**src/rtl/rgb_fade_sequencer.sv**
```systemverilog
// Autonomous four-scene RGB fader: ramps three 8-bit levels toward the active scene, holds, advances.
// Optional macro RGB_FADE_GAMMA_EN squares the levels on the duty outputs.
module rgb_fade_sequencer #(
  parameter int unsigned PRESCALE   = 1024,
  parameter int unsigned HOLD_TICKS = 256
) (
  input  logic        clk,
  input  logic        rst_n,
  input  logic        run,
  input  logic        step,
  input  logic        load_valid,
  output logic        load_ready,
  input  logic [1:0]  load_idx,
  input  logic [23:0] load_rgb,
  output logic [7:0]  duty0,
  output logic [7:0]  duty1,
  output logic [7:0]  duty2,
  output logic        duty_update,
  output logic [1:0]  scene_idx,
  output logic        busy
);

  localparam int unsigned PW = $clog2(PRESCALE);
  localparam int unsigned HW = $clog2(HOLD_TICKS + 1);
  localparam logic [PW-1:0] PRESC_MAX = PW'(PRESCALE - 1);
  localparam logic [HW-1:0] HOLD_MAX  = HW'(HOLD_TICKS - 1);

  typedef enum logic [1:0] {
    ST_IDLE = 2'd0,
    ST_FADE = 2'd1,
    ST_HOLD = 2'd2
  } state_e;

  state_e             state_q, state_d;
  logic [PW-1:0]      presc_q, presc_d;
  logic [HW-1:0]      hold_q, hold_d;
  logic [1:0]         scene_q, scene_d;
  logic [2:0][7:0]    level_q, level_d;
  logic [3:0][23:0]   scenes_q, scenes_d;
  logic               duty_update_q;

  logic               tick_s;
  logic               load_ready_s;
  logic               at_target_s;
  logic [23:0]        target_s;
  logic [2:0][7:0]    tgt_s;
  logic [2:0][7:0]    stepped_s;

  function automatic logic [7:0] step_toward(input logic [7:0] lvl, input logic [7:0] tgt);
    if (lvl < tgt) begin
      return lvl + 8'd1;
    end else if (lvl > tgt) begin
      return lvl - 8'd1;
    end else begin
      return lvl;
    end
  endfunction

`ifdef RGB_FADE_GAMMA_EN
  function automatic logic [7:0] gamma(input logic [7:0] lvl);
    return 8'(((16'(lvl) * 16'(lvl)) + 16'd255) >> 8);
  endfunction
`endif

  // Target lookup, single-step toward it, and the shared fade/hold tick.
  always_comb begin
    target_s     = scenes_q[scene_q];
    tgt_s[0]     = target_s[23:16];
    tgt_s[1]     = target_s[15:8];
    tgt_s[2]     = target_s[7:0];
    for (int i = 0; i < 3; i++) begin
      stepped_s[i] = step_toward(level_q[i], tgt_s[i]);
    end
    at_target_s  = (stepped_s == tgt_s);
    tick_s       = (state_q != ST_IDLE) && (presc_q == PRESC_MAX);
    load_ready_s = (state_q != ST_FADE);
  end

  // Sequencer next-state: scene advance, level ramping, prescaler and hold counting.
  always_comb begin
    state_d  = state_q;
    presc_d  = presc_q;
    hold_d   = hold_q;
    scene_d  = scene_q;
    level_d  = level_q;
    scenes_d = scenes_q;
    if (load_valid && load_ready_s) begin
      scenes_d[load_idx] = load_rgb;
    end else begin
      scenes_d = scenes_q;
    end
    case (state_q)
      ST_IDLE: begin
        presc_d = '0;
        scene_d = step ? (scene_q + 2'd1) : scene_q;
        state_d = (run || step) ? ST_FADE : ST_IDLE;
      end
      ST_FADE: begin
        presc_d = tick_s ? '0 : (presc_q + PW'(1));
        if (tick_s) begin
          level_d = stepped_s;
          if (at_target_s) begin
            state_d = run ? ST_HOLD : ST_IDLE;
            hold_d  = '0;
          end else begin
            state_d = ST_FADE;
          end
        end else begin
          level_d = level_q;
        end
      end
      ST_HOLD: begin
        presc_d = tick_s ? '0 : (presc_q + PW'(1));
        if (tick_s && (hold_q == HOLD_MAX)) begin
          scene_d = scene_q + 2'd1;
          state_d = run ? ST_FADE : ST_IDLE;
        end else if (tick_s) begin
          hold_d = hold_q + HW'(1);
        end else begin
          hold_d = hold_q;
        end
      end
      default: begin
        state_d = ST_IDLE;
        presc_d = '0;
      end
    endcase
  end

  // State and datapath registers; scene memory reverts to its defaults on reset.
  always_ff @(posedge clk or negedge rst_n) begin
    if (!rst_n) begin
      state_q       <= ST_IDLE;
      presc_q       <= '0;
      hold_q        <= '0;
      scene_q       <= 2'd0;
      level_q       <= '0;
      scenes_q[0]   <= 24'hFF0000;
      scenes_q[1]   <= 24'h00FF00;
      scenes_q[2]   <= 24'h0000FF;
      scenes_q[3]   <= 24'h000000;
      duty_update_q <= 1'b0;
    end else begin
      state_q       <= state_d;
      presc_q       <= presc_d;
      hold_q        <= hold_d;
      scene_q       <= scene_d;
      level_q       <= level_d;
      scenes_q      <= scenes_d;
      duty_update_q <= (level_d != level_q);
    end
  end

  assign load_ready  = load_ready_s;
  assign busy        = (state_q != ST_IDLE);
  assign scene_idx   = scene_q;
  assign duty_update = duty_update_q;

`ifdef RGB_FADE_GAMMA_EN
  assign duty0 = gamma(level_q[0]);
  assign duty1 = gamma(level_q[1]);
  assign duty2 = gamma(level_q[2]);
`else
  assign duty0 = level_q[0];
  assign duty1 = level_q[1];
  assign duty2 = level_q[2];
`endif

endmodule

```
**config.mk**
```make
export PLATFORM = sky130hd
export DESIGN_NAME = rgb_fade_sequencer
export DESIGN_NICKNAME = d
export VERILOG_FILES = /design/src/rtl/rgb_fade_sequencer.sv
export SDC_FILE = /design/constraint.sdc
export NUM_CORES = 1
export LEC_CHECK = 0
export CAP_MARGIN = 40
export CORE_MARGIN = 5
export CORE_UTILIZATION = 60
export DETAILED_ROUTE_END_ITERATION = 8
export GPL_ROUTABILITY_DRIVEN = 0
export PLACE_DENSITY = 0.81
export REMOVE_ABC_BUFFERS = 1
export SLEW_MARGIN = 5
export SYNTH_ARGS = -nofsm -noshare
export SYNTH_HDL_FRONTEND = slang
export SYNTH_SLANG_ARGS = --single-unit
export TNS_END_PERCENT = 100
```
**constraint.sdc**
```tcl
create_clock -name clk -period 4.8 [get_ports clk]
set_clock_uncertainty 0.1 [all_clocks]
set_input_delay 0.72 -clock clk [delete_from_list [all_inputs] [get_ports clk]]
set_output_delay 0.72 -clock clk [all_outputs]
set_load 0.01 [all_outputs]
```
==> results.cfg <==
[sta]
tns_ps = 0
timing.slew.headroom_pct = 50.4
final_max_slew_viol_count = 0
unrepaired_setup_endpoints_after_global_routing = false
setup_violations = 0
final_hold_viol_count = 0
fin_crit_sh_pct = 95.9
timing.fmax_mhz = 217
worst-slew-pin-transition_ps = 744
period_needed_ps = 4600
postLayoutSetupSlackWorst_ps = 198

[cells_and_area]
drive_above_1_share_pct = 25.7
num_antenna_cells = 0
nNetsFinal = 889
final.fill_count = 997
core_occupancy_in_the_finished_layout_pct = 71.1
layout_overhead_on_the_synthesized_area_pct = 15.7

[critical_path]
critical-path-top-delay-family = simple AND/OR/NAND/NOR gates
crit_path_top_delay_cell = a2111oi_0
worstSetupEndpointType = flop
critical_path.max_stage_delay_ps = 650
worstSetupStartpointType = flop
crit_fanout = 19
cp_cell_sequence = buf_12 -> mux4_2 -> inv_1 -> ha_1 -> a21oi_1 -> o21a_1 -> nand3_1 -> and4_1 -> nor4_2 -> nand4_1 -> nor4_1 -> nand4_2 -> a2111oi_0 -> a21o_1
worstPathArrival_ps = 4870
worstSetupPathType = reg -> reg
timing.critical_path.required_ps = 5070
cp.buffers_inverters = 2

[clocking]
cts_sinks = 144
cts_hold_repair.buffers = 0
clkTransAtPathRegs_ps = 60
clock_path_buffers = 2
tritoncts = built
cts_max_level = 4
clk-insertion-delay-late_ps = 430
ctsRootBufferMaster = clkbuf_16
tritoncts.num_buffers = 17

[global_route]
number_of_antenna_violations_at_the_first_check_in_global_routing = 0
grt_max_degree = 55
grt_first_pass_wirelength_um = 33400
grt_overflow_total = 0
first_global_vias = 6611
grtUsageTotal_pct = 25.3

[synth]
synth-edff-count = 0
synth-warning-count = 0
post_synth_instance_area_um2 = 8570
ys_types = 71
synth-seq-area-share_pct = 42.4
syn_avg_cell_area_um2 = 11.2
post_synth_inst_count = 762
async_reset_ff_share_pct = 100
yosys_most_used_dff = dfrtp_1
ys_ff_latch = 144

[routing]
finalWirelength_um = 20100
detail_route.iter0.violations = 569
drt-wirelength-per-cell_um = 19.9
detailedRoute.firstPassIterationCount = 6
drc = 0
num_vias = 6396
number_of_nets_with_antenna_violations_after_detailed_routing = 0
vias_per_cell = 6.31

[die]
pin_count = 60
floorplan.rows = 43
core_um2 = 13900
fp.dieArea_um2 = 16800
start_util_pct = 61.5
die_width_um = 129
die_y_extent_um = 129

[power]
vdd.ir_drop.worst_mv = 0.277
power.density_nw_per_um2 = 272
post-layout-total-power_mw = 2.69
p_leak_nw = 4.36

[place]
detailed_place_hpwl_um = 14100
detailedPlace.worstSlack_ps = 244
io_buffer_count = 59

[job]
maxCapViolations = 0

[status]
run_status = complete, no violations

[hold_path]
holdCritPathClass = in -> async
## through the flow
stage	instance area [um2]	std cells	hold slack, ps
after detailed placement	9380	982	391
after floorplan	8380	728	324
after CTS	9900	1013	158
after global placement	9350	980	369
final	9910	1013	147
after global routing	9910	1013	175
## cell usage in the layout (no fill, tap or decap), drive strengths merged, types with 19 or more instances in the layout
cell type / synthesis / routed
a21oi: 28 / 28
clkdlybuf4s50: 0 / 58
dfrtp: 120 / 120
dfstp: 24 / 24
ha: 37 / 37
inv: 35 / 37
mux2: 103 / 103
mux4: 19 / 19
nand2: 42 / 42
nand3: 27 / 27
nor2: 41 / 41
o21ai: 21 / 21
xnor2: 43 / 43
xor2: 19 / 19
## report_power, final
group / total (mW) / leakage, nW / switching [mW] / internal (mW)
sequential: 1.24 / 1.89 / 0.00788 / 1.23
combinational: 0.261 / 2.22 / 0.151 / 0.111
clock: 1.19 / 0.242 / 0.523 / 0.668
total: 2.69 / 4.36 / 0.682 / 2.01
## logic make-up after synthesis
family / synth area share (%)
flops: 42.4
buf+inv: 3.74
mux: 20.2
compound gates: 9.98
fa+ha+maj: 5.40
xor+xnor: 6.51
simple gates: 11.8
## synth_stat cells, drive strengths merged (2+ instances only)
| library cell | count | area (um2) |
|---|---|---|
| a2111oi | 10 | 110 |
| a211o | 5 | 43.8 |
| a211oi | 2 | 15.0 |
| a21o | 9 | 68.8 |
| a21oi | 28 | 144 |
| a221oi | 2 | 17.5 |
| a31oi | 6 | 37.5 |
| and2 | 4 | 25.0 |
| and3 | 14 | 87.6 |
| and4 | 3 | 26.3 |
| buf | 12 | 106 |
| clkbuf | 22 | 82.6 |
| dfrtp | 120 | 3000 |
| dfstp | 24 | 631 |
| ha | 37 | 463 |
| inv | 35 | 131 |
| mux2 | 103 | 1160 |
| mux2i | 14 | 140 |
| mux4 | 19 | 428 |
| nand2 | 42 | 158 |
| nand2b | 5 | 31.3 |
| nand3 | 27 | 135 |
| nand4 | 12 | 81.3 |
| nor2 | 41 | 154 |
| nor2b | 3 | 18.8 |
| nor3 | 8 | 40.0 |
| nor3b | 3 | 22.5 |
| nor4 | 7 | 58.8 |
| nor4b | 2 | 23.8 |
| nor4bb | 2 | 20.0 |
| o211ai | 13 | 97.6 |
| o21a | 4 | 30.0 |
| o21ai | 21 | 105 |
| o22ai | 6 | 37.5 |
| o31ai | 3 | 22.5 |
| or2 | 5 | 31.3 |
| or3 | 9 | 56.3 |
| or4 | 3 | 30.0 |
| xnor2 | 43 | 384 |
| xor2 | 19 | 174 |
## path summary, 6_finish.rpt
kind | start | to | slack, ps | depth (start not counted)
max | scene_idx[0] | hold_q[0] | 200 | 14
min | rst_n | scenes_q[43] | 150 | 1
max reg2reg | scene_idx[0] | hold_q[0] | 200 | 14
min reg2reg | presc_q[0] | presc_q[0] | 400 | 1
max in group asynchronous | rst_n | duty1[7] | 3460 | 2
min in group clk | presc_q[0] | presc_q[0] | 400 | 1
## cell type report
cell class / count / area, um2 / area share [%]
clock buffer: 18 / 439 / 4.43
multi-input combinational: 549 / 4660 / 47.0
tap: 180 / 225 / 2.27
sequential: 144 / 3630 / 36.7
timing repair buffer: 74 / 737 / 7.43
inverter: 35 / 131 / 1.33
clock inverter: 13 / 90.1 / 0.909
## state kept, by name, summed over array words and instances, names as in the netlist
| signal | cells |
|---|---|
| duty_update | 1 |
| state_q | 2 |
| scene_idx | 2 |
| scenes_q | 96 |
| duty0 | 8 |
| presc_q | 10 |
| duty2 | 8 |
| duty1 | 8 |
| hold_q | 9 |
## timing repair
action / CTS / global route
buffers inserted: 0 / 0
gates resized for setup: 0 / 2
endpoints found under the setup margin: 0 / 4
## per-layer routing
metal  up-vias  GRT usage (%)  part of all wire (%)
li1       2909              -                     -
met1      3186           33.2                    42
met2       259           41.2                    49
met3        42           6.06                   6.3
met4         0           9.66                   2.5
met5         -              0                     0
Note: power is estimated with default switching activity, not from simulation.
